**config.mk**
```make
export PLATFORM = sky130hd
export DESIGN_NAME = add_sub_accumulator
export DESIGN_NICKNAME = d
export VERILOG_FILES = /design/src/rtl/add_sub_accumulator_pkg.sv /design/src/rtl/add_sub_accumulator_datapath.sv /design/src/rtl/add_sub_accumulator.sv
export SDC_FILE = /design/constraint.sdc
export NUM_CORES = 1
export LEC_CHECK = 0
export CORE_MARGIN = 1
export CORE_UTILIZATION = 45
export CTS_CLUSTER_DIAMETER = 80
export DETAILED_ROUTE_END_ITERATION = 10
export PLACE_DENSITY = 0.82
export SLEW_MARGIN = 0
export SYNTH_ARGS = -nofsm -noshare
export SYNTH_HDL_FRONTEND = slang
export SYNTH_HIERARCHICAL = 1
export SYNTH_SLANG_ARGS = --single-unit
```
**constraint.sdc**
```tcl
create_clock -name clk -period 5.1 [get_ports clk]
set_input_delay 0.51 -clock clk [delete_from_list [all_inputs] [get_ports clk]]
set_output_delay 0.51 -clock clk [all_outputs]
set_load 0.02 [all_outputs]
```
**src/rtl/add_sub_accumulator_pkg.sv**
```systemverilog
// Shared definitions for the add/sub accumulator: default sizes, FSM state
// encodings and the signed-overflow helper used by the accumulator stage.
package add_sub_accumulator_pkg;

  localparam int WIDTH_DEF = 4;
  localparam int CNT_W_DEF = 8;

  typedef enum logic [1:0] {
    ST_IDLE   = 2'd0,
    ST_EXEC   = 2'd1,
    ST_RESULT = 2'd2
  } state_t;

  // Two's-complement overflow: both addends share a sign and the sum differs from it.
  function automatic logic signed_ovf(input logic a_msb, input logic b_msb, input logic s_msb);
    return (a_msb == b_msb) && (s_msb != a_msb);
  endfunction

endpackage

```
**src/rtl/add_sub_accumulator_datapath.sv**
```systemverilog
// Combinational add/sub datapath: sum = a + (cin ? ~b : b) + cin.
// cin doubles as the subtract select, so cout reads as "no borrow" on subtract.
module add_sub_4bit #(
  parameter int WIDTH = 4
) (
  input  logic [WIDTH-1:0] a,
  input  logic [WIDTH-1:0] b,
  input  logic             cin,
  output logic [WIDTH-1:0] sum,
  output logic             cout,
  output logic             b_eff_msb
);

  logic [WIDTH-1:0] b_eff_s;

  assign b_eff_s     = cin ? ~b : b;
  assign b_eff_msb   = b_eff_s[WIDTH-1];
  assign {cout, sum} = {1'b0, a} + {1'b0, b_eff_s} + {{WIDTH{1'b0}}, cin};

endmodule

```
**src/rtl/add_sub_accumulator.sv**
```systemverilog
// Sequential accumulator around the add/sub datapath. Each accepted operand is
// folded into the running accumulator and the result is offered downstream
// over valid/ready. FSM: IDLE -> EXEC -> RESULT -> IDLE.
// Optional feature: define ADD_SUB_SAT_EN for unsigned saturation of the
// accumulator (carry_out/ovf still report the raw datapath result).
module add_sub_accumulator
  import add_sub_accumulator_pkg::*;
#(
  parameter int WIDTH = WIDTH_DEF,
  parameter int CNT_W = CNT_W_DEF
) (
  input  logic             clk,
  input  logic             rst,
  input  logic             in_valid,
  output logic             in_ready,
  input  logic [WIDTH-1:0] operand,
  input  logic             op_sub,
  input  logic             clear,
  output logic             out_valid,
  input  logic             out_ready,
  output logic [WIDTH-1:0] acc_out,
  output logic [WIDTH:0]   sum_f,
  output logic             carry_out,
  output logic             ovf,
  output logic [CNT_W-1:0] op_count
);

  state_t           state_r;
  state_t           state_next_s;
  logic [WIDTH-1:0] operand_r;
  logic             sub_r;
  logic [WIDTH-1:0] acc_r;
  logic [WIDTH:0]   sum_f_r;
  logic             carry_r;
  logic             ovf_r;
  logic [CNT_W-1:0] count_r;
  logic [WIDTH-1:0] dp_sum_s;
  logic             dp_cout_s;
  logic             dp_b_msb_s;
  logic [WIDTH-1:0] acc_next_s;
  logic             accept_s;

  // Datapath sees the live accumulator and the operand captured at accept.
  add_sub_4bit #(.WIDTH(WIDTH)) u_datapath (
    .a         (acc_r),
    .b         (operand_r),
    .cin       (sub_r),
    .sum       (dp_sum_s),
    .cout      (dp_cout_s),
    .b_eff_msb (dp_b_msb_s)
  );

  // clear wins over in_valid in IDLE; nothing is accepted while reset is held.
  assign in_ready  = (state_r == ST_IDLE) && !clear && !rst;
  assign accept_s  = in_valid && in_ready;
  assign out_valid = (state_r == ST_RESULT);
  assign acc_out   = acc_r;
  assign sum_f     = sum_f_r;
  assign carry_out = carry_r;
  assign ovf       = ovf_r;
  assign op_count  = count_r;

  // State register.
  always_ff @(posedge clk or posedge rst) begin
    if (rst) begin
      state_r <= ST_IDLE;
    end else begin
      state_r <= state_next_s;
    end
  end

  // Next-state logic: one EXEC cycle, then hold RESULT until downstream takes it.
  always_comb begin
    state_next_s = state_r;
    case (state_r)
      ST_IDLE: begin
        if (accept_s) state_next_s = ST_EXEC;
        else          state_next_s = ST_IDLE;
      end
      ST_EXEC: begin
        state_next_s = ST_RESULT;
      end
      ST_RESULT: begin
        if (out_ready) state_next_s = ST_IDLE;
        else           state_next_s = ST_RESULT;
      end
      default: begin
        state_next_s = ST_IDLE;
      end
    endcase
  end

  // Accumulator update value: raw datapath sum, optionally clamped to the unsigned range.
  always_comb begin
    acc_next_s = dp_sum_s;
`ifdef ADD_SUB_SAT_EN
    if (!sub_r && dp_cout_s) begin
      acc_next_s = {WIDTH{1'b1}};
    end else if (sub_r && !dp_cout_s) begin
      acc_next_s = {WIDTH{1'b0}};
    end else begin
      acc_next_s = dp_sum_s;
    end
`endif
  end

  // Operand capture, clear, and result/flag registers.
  always_ff @(posedge clk or posedge rst) begin
    if (rst) begin
      operand_r <= {WIDTH{1'b0}};
      sub_r     <= 1'b0;
      acc_r     <= {WIDTH{1'b0}};
      sum_f_r   <= {(WIDTH+1){1'b0}};
      carry_r   <= 1'b0;
      ovf_r     <= 1'b0;
      count_r   <= {CNT_W{1'b0}};
    end else begin
      case (state_r)
        ST_IDLE: begin
          if (clear) begin
            acc_r   <= {WIDTH{1'b0}};
            sum_f_r <= {(WIDTH+1){1'b0}};
            carry_r <= 1'b0;
            ovf_r   <= 1'b0;
            count_r <= {CNT_W{1'b0}};
          end else if (accept_s) begin
            operand_r <= operand;
            sub_r     <= op_sub;
          end
        end
        ST_EXEC: begin
          acc_r   <= acc_next_s;
          carry_r <= dp_cout_s;
          sum_f_r <= {dp_cout_s, acc_next_s};
          ovf_r   <= signed_ovf(acc_r[WIDTH-1], dp_b_msb_s, dp_sum_s[WIDTH-1]);
          count_r <= count_r + {{(CNT_W-1){1'b0}}, 1'b1};
        end
        default: begin
          acc_r <= acc_r;
        end
      endcase
    end
  end

endmodule

```
Word-level counts from Yosys, hierarchy flattened

Cells that the tools add are included.

Register bits after elaboration: 26
Word-level logic and storage cells: 41

Add/sub/neg operators: 3
Equality and inequality tests: 5
Mux-type cells: 13
Bitwise gates (word level): 2
Reduce and logical (&&, ||, !) cells: 10

Operators with widths:

| operator            | count |
|---|---|
| $pmux 8 s2          | 1 |
| $pmux 5 s2          | 1 |
| $add 8x1->8 const B | 1 |
| $mux 4              | 2 |
| $mux 8              | 1 |
| $pmux 4 s2          | 1 |
| $pmux 2 s3          | 1 |
| $add 4x4->5         | 1 |
| $add 5x1->5         | 1 |
| $mux 5              | 1 |
| $logic_and 1x1->1   | 4 |
| $not 4->4           | 1 |
| $pmux 1 s2          | 2 |
| $reduce_and 3->1    | 1 |
| $eq 2x1->1 const B  | 1 |
| $eq 2x2->1 const B  | 1 |
| $logic_not 1->1     | 2 |
| $logic_not 2->1     | 1 |
| $mux 1              | 2 |
| $mux 2              | 1 |
| $ne 2x2->1 const B  | 1 |
| $reduce_and 2->1    | 1 |
| $reduce_bool 2->1   | 1 |
| $eq 1x1->1          | 1 |
| 2 further kinds     | 2 |

Logic depth before layout (Yosys ltp)

Word-level depth: 7
Gate-level depth with buffers: 8
Gate-level depth less buffers: 8

Cells and area by module

Netlist, hierarchy kept.

Modules (own cells, without submodules):

| module              | instances | cells an instance | area each (µm²) |
|---|---|---|---|
| add_sub_accumulator | 1         | 85                | 969.7 |
| add_sub_4bit        | 1         | 20                | 180.2 |

Worst setup path after synthesis

OpenSTA, ideal clock, no wires.

Kind: register to register
Start point: reg sub_r
End point: reg ovf_r (netlist: ovf)
Arrival: 1.870 ns
Slack: 3.109 ns
Cell stages (with the launch flop): 8
Path buffers: 0
Clock period less this slack: 1.991 ns
Cell sequence: dfrtp_1 xor2_1 ha_1 inv_1 or4_1 nand4_1 o22ai_1 a22o_1

Longest elaborated chain between the ends: 6
Elaborated cells on any way between the ends: 7

Ends and longest elaborated chain:

| element                 | line                               | RTL |
|---|---|---|
| start, declared         | add_sub_accumulator.sv:31          | `logic sub_r;` |
| start signal, assigned  | add_sub_accumulator.sv:128         | `sub_r <= op_sub;` |
| $mux 4                  | add_sub_accumulator_datapath.sv:16 | `assign b_eff_s = cin ? ~b : b;` |
| named net dp_b_msb_s    | add_sub_accumulator.sv:39          | `logic dp_b_msb_s;` |
| $add 4x4->5             | add_sub_accumulator_datapath.sv:18 | `assign {cout, sum} = {1'b0, a} + {1'b0, b_eff_s} + {{WIDTH{1'b0}}, cin};` |
| $add 5x1->5             | add_sub_accumulator_datapath.sv:18 |  |
| named net acc_next_s[3] | add_sub_accumulator.sv:40          | `logic [WIDTH-1:0] acc_next_s;` |
| $ne 1x1->1              | add_sub_accumulator_pkg.sv:16      | `return (a_msb == b_msb) && (s_msb != a_msb);` |
| $logic_and 1x1->1       | add_sub_accumulator_pkg.sv:16      |  |
| $pmux 1 s2              | add_sub_accumulator.sv:118         | `case (state_r)` |
| end signal, assigned    | add_sub_accumulator.sv:135         | `ovf_r <= signed_ovf(acc_r[WIDTH-1], dp_b_msb_s, dp_sum_s[WIDTH-1]);` |
| end, declared           | add_sub_accumulator.sv:35          | `logic ovf_r;` |

The timed path passes the listed nets, and every way through them passes these cells.
A chain may end at the register's enable or synchronous reset.

Worst setup path after layout

Start point: in clear
End point: out in_ready

Longest elaborated chain between the ends: 3

Ends and longest elaborated chain:

| element                        | line                      | RTL |
|---|---|---|
| start, declared                | add_sub_accumulator.sv:18 | `input logic clear,` |
| $logic_not 1->1                | add_sub_accumulator.sv:54 | `assign in_ready = (state_r == ST_IDLE) && !clear && !rst;` |
| $logic_and 1x1->1 (2 in a row) | add_sub_accumulator.sv:54 |  |
| end, declared                  | add_sub_accumulator.sv:15 | `output logic in_ready,` |

Every way passes these cells.

==> metrics.txt <==
share of layout cells above drive strength 1=a little under an eighth; worst path arrival time=~1.9 ns; Critical Path RT=between 4 and 5 ns; sequential area share after synthesis=45.7%; GRT met3 Usage=under 10%; Pwr per Cell Area=363 nW/um^2; post-DP HPWL=1610 um; final setup vio count=0; XOR/XNOR Fraction of Synth Area=3.81%; Yosys reg bits=21; met1 GRT Util=a little under a quarter; f_max=0.420 GHz; row count=17; slowest stage delay, CP=about 0.65 ns; VDD IR max=between 0.2 and 0.25 mV; Tcrit/Tclk final=between 40% and 50%; Setup Buffers After CTS=0; net switching power figure=a little under 0.2 mW; Critical Path End Type=output pin; via count=between 900 and 1000; gr busiest metal=met2; Clock Power Share=around 16%; clk buf depth=2; gr ovfl total=0; top cell type's share of synthesized area=a little under half; Buf+Inv Stages, Crit Path=2; CP Launch Point=clear; I/O pin count=31; Synth Flop Type=dfrtp_1; CP dominant cell by count=clkdlybuf4s50_1; post-CTS sizing=0; crit-path cells=clkdlybuf4s50_1, nor4_4, clkdlybuf4s50_1; commonest non-fill, non-tap cell in the layout=clkdlybuf4s50_1; Hold Vio Cnt, Final=0; combinational share of power=~44%; Layout area overhead=27.3%; Cell Count, Final, Fillers Out=160; Seq. cell area=approximately 530 sq um; Overall Global Routing Usage=approximately 19%; area of the multi-input gates=approximately 560 sq um; Internal Pwr Total=0.334 mW; CP max stage cell=clkdlybuf4s50_1; Setup TNS Final=0 ns; CTS Sinks=21; Syn Nets=120; core area=2320 sq um; chip width=52.6 um; met2 Use GR=28.9%; R2R Path End=ovf$_DFFE_PP0P_; CTS buffer count=3; type of the worst min-delay path=register to register; Critical Path End=in_ready; # diodes=0; DP Area=around 1400 sq um; Post-synth EDFFs=0; R2R Setup Slk=2.97 ns; final WL=2220 um; Die Ht=~53 um; most frequent cells in the layout=30 x clkdlybuf4s50_1, 21 x dfrtp_1, 9 x nand2_1; FF-to-FF path depth=7; initial core utilization=49.6%; Cell Area, Synth=roughly 1100 sq um; Setup crit start kind=input pin; status=finished, final reports clean; Max Clock Skew=0.00794 ns; top cells by area, synth=dfrtp_1 46%, a22o_1 6.1%, mux2_2 5.9%; first-pass iteration count of the detailed router=4; mux contribution to synthesized area=between 7 and 8%; static leakage=about 0.64 nW; max_slew headroom=between 30% and 40%; crit path max fanout=2; adder-cell share of the synthesized area=under 10%; total stage count of the critical path=3; DRC=0; Wirelength per Cell=~14 um; Distinct cells, synth=29; initial DRC count=16; vias in the first global route=823; fin area=approximately 1500 sq um; WS Path Type=input pin to output pin; Clock Tree Root=clkbuf_4; CP delay by family, top=buffers and inverters; Slew @ Worst Pin=0.991 ns; IO buf count=30; switching portion of total power=between 30% and 40%; Fill cells=roughly 190; Synth Area in Simple Gates=~17%; # hold bufs at CTS=0; fin nets=148; leading area contributor after synthesis=dfrtp_1; pin count of the biggest net entering global routing=22; Clk Latency, worst-skew pair=between 0.3 and 0.4 ns; unrepaired setup endpoints after global routing=no; pins over their slew limit=0; H-Tree Depth=1; Tmin final=between 2 and 2.5 ns; Die ar.=approximately 2800 sq um; first-pass GRT wire length=3620 um; RePlAce Congestion=around 0.86; Synth Area per Inst=11.0 sq um; R2R Path Start=sub_r$_DFFE_PP0P_; Routed Antenna Nets=0; via/cell ratio=between 5 and 6; Worst-path clk slew=~0.11 ns; antenna violations before repair=0; largest family of logic cells by synthesized area=simple AND/OR/NAND/NOR gates; dpl cells=156; number of synthesis warnings=6; complex-gate fraction of the synthesized area=14.0%; Flop pwr share=between 40% and 50%; CTS tree=done; FFs w/ async S/R, synth=between 90% and 100%; Max-Cap Viols=0; Mapped Cells=approximately 110
==> cell families after synthesis <==
kind of cell / count (synthesis)
simple gates: 32
buf+inv: 12
xor+xnor: 5
fa+ha+maj: 5
compound gates: 23
mux: 7
flops: 21
==> final cells by class <==
| class | instances | share of cell area, % |
|---|---|---|
| sequential | 21 | 35.9 |
| inverter | 5 | 1.28 |
| clock buffer | 4 | 1.79 |
| timing repair buffer | 30 | 20.5 |
| tap | 28 | 2.39 |
| multi-input combinational | 72 | 38.1 |
==> sequential cells by signal, summed over array words and instances (netlist names) <==
signal     count
state_r        2
op_count       8
operand_r      4
sum_f          2
sub_r          1
ovf            1
acc_out        3
==> per-layer routing <==
layer	share of wire, %	up-vias
met5	0	-
met4	3.6	0
met3	2.8	8
met2	49	26
met1	45	436
li1	-	438
==> synthesized netlist by cell type, drive strengths merged, types with 2 or more instances <==
library cell,instances
inv,5
o21bai,2
o21ai,4
a22o,8
ha,4
nand2,10
xor2,5
nor3b,2
o211ai,3
o22ai,2
nand4,3
a21oi,3
mux2,7
or4,4
buf,7
nand2b,2
nand3,6
dfrtp,21
==> worst min path at each step <==
stage	startpoint	end	slack, ns	cells after the start
floorplan	rst	acc_out[0]$_DFFE_PP0P_	0.49	1
CTS	ovf$_DFFE_PP0P_	ovf$_DFFE_PP0P_	0.52	1
global placement	ovf$_DFFE_PP0P_	ovf$_DFFE_PP0P_	0.49	1
global route	ovf$_DFFE_PP0P_	ovf$_DFFE_PP0P_	0.55	1
detailed placement	ovf$_DFFE_PP0P_	ovf$_DFFE_PP0P_	0.49	1
finish	ovf$_DFFE_PP0P_	ovf$_DFFE_PP0P_	0.52	1
==> through the flow <==
stage | setup WS, ns | power [mW] | utilization, % | hold slack, ns
global placement | 2.73 | 0.432 | 62.0 | 0.489
finish | 2.72 | 0.531 | 63.1 | 0.521
global route | 2.64 | 0.567 | 63.1 | 0.545
floorplan | 3.11 | 0.382 | - | 0.487
detailed placement | 2.72 | 0.448 | 62.0 | 0.493
CTS | 2.70 | 0.530 | 63.1 | 0.520
==> power groups by stage <==
stage	combinational (mW)	clock, mW	sequential, mW
3_3_place_gp	0.218	0	0.215
2_1_floorplan	0.157	0	0.225
6_report	0.236	0.0827	0.213
5_1_grt	0.259	0.0908	0.217
3_5_place_dp	0.231	0	0.216
4_1_cts	0.234	0.0833	0.213
Note: power is estimated with default switching activity, not from simulation.
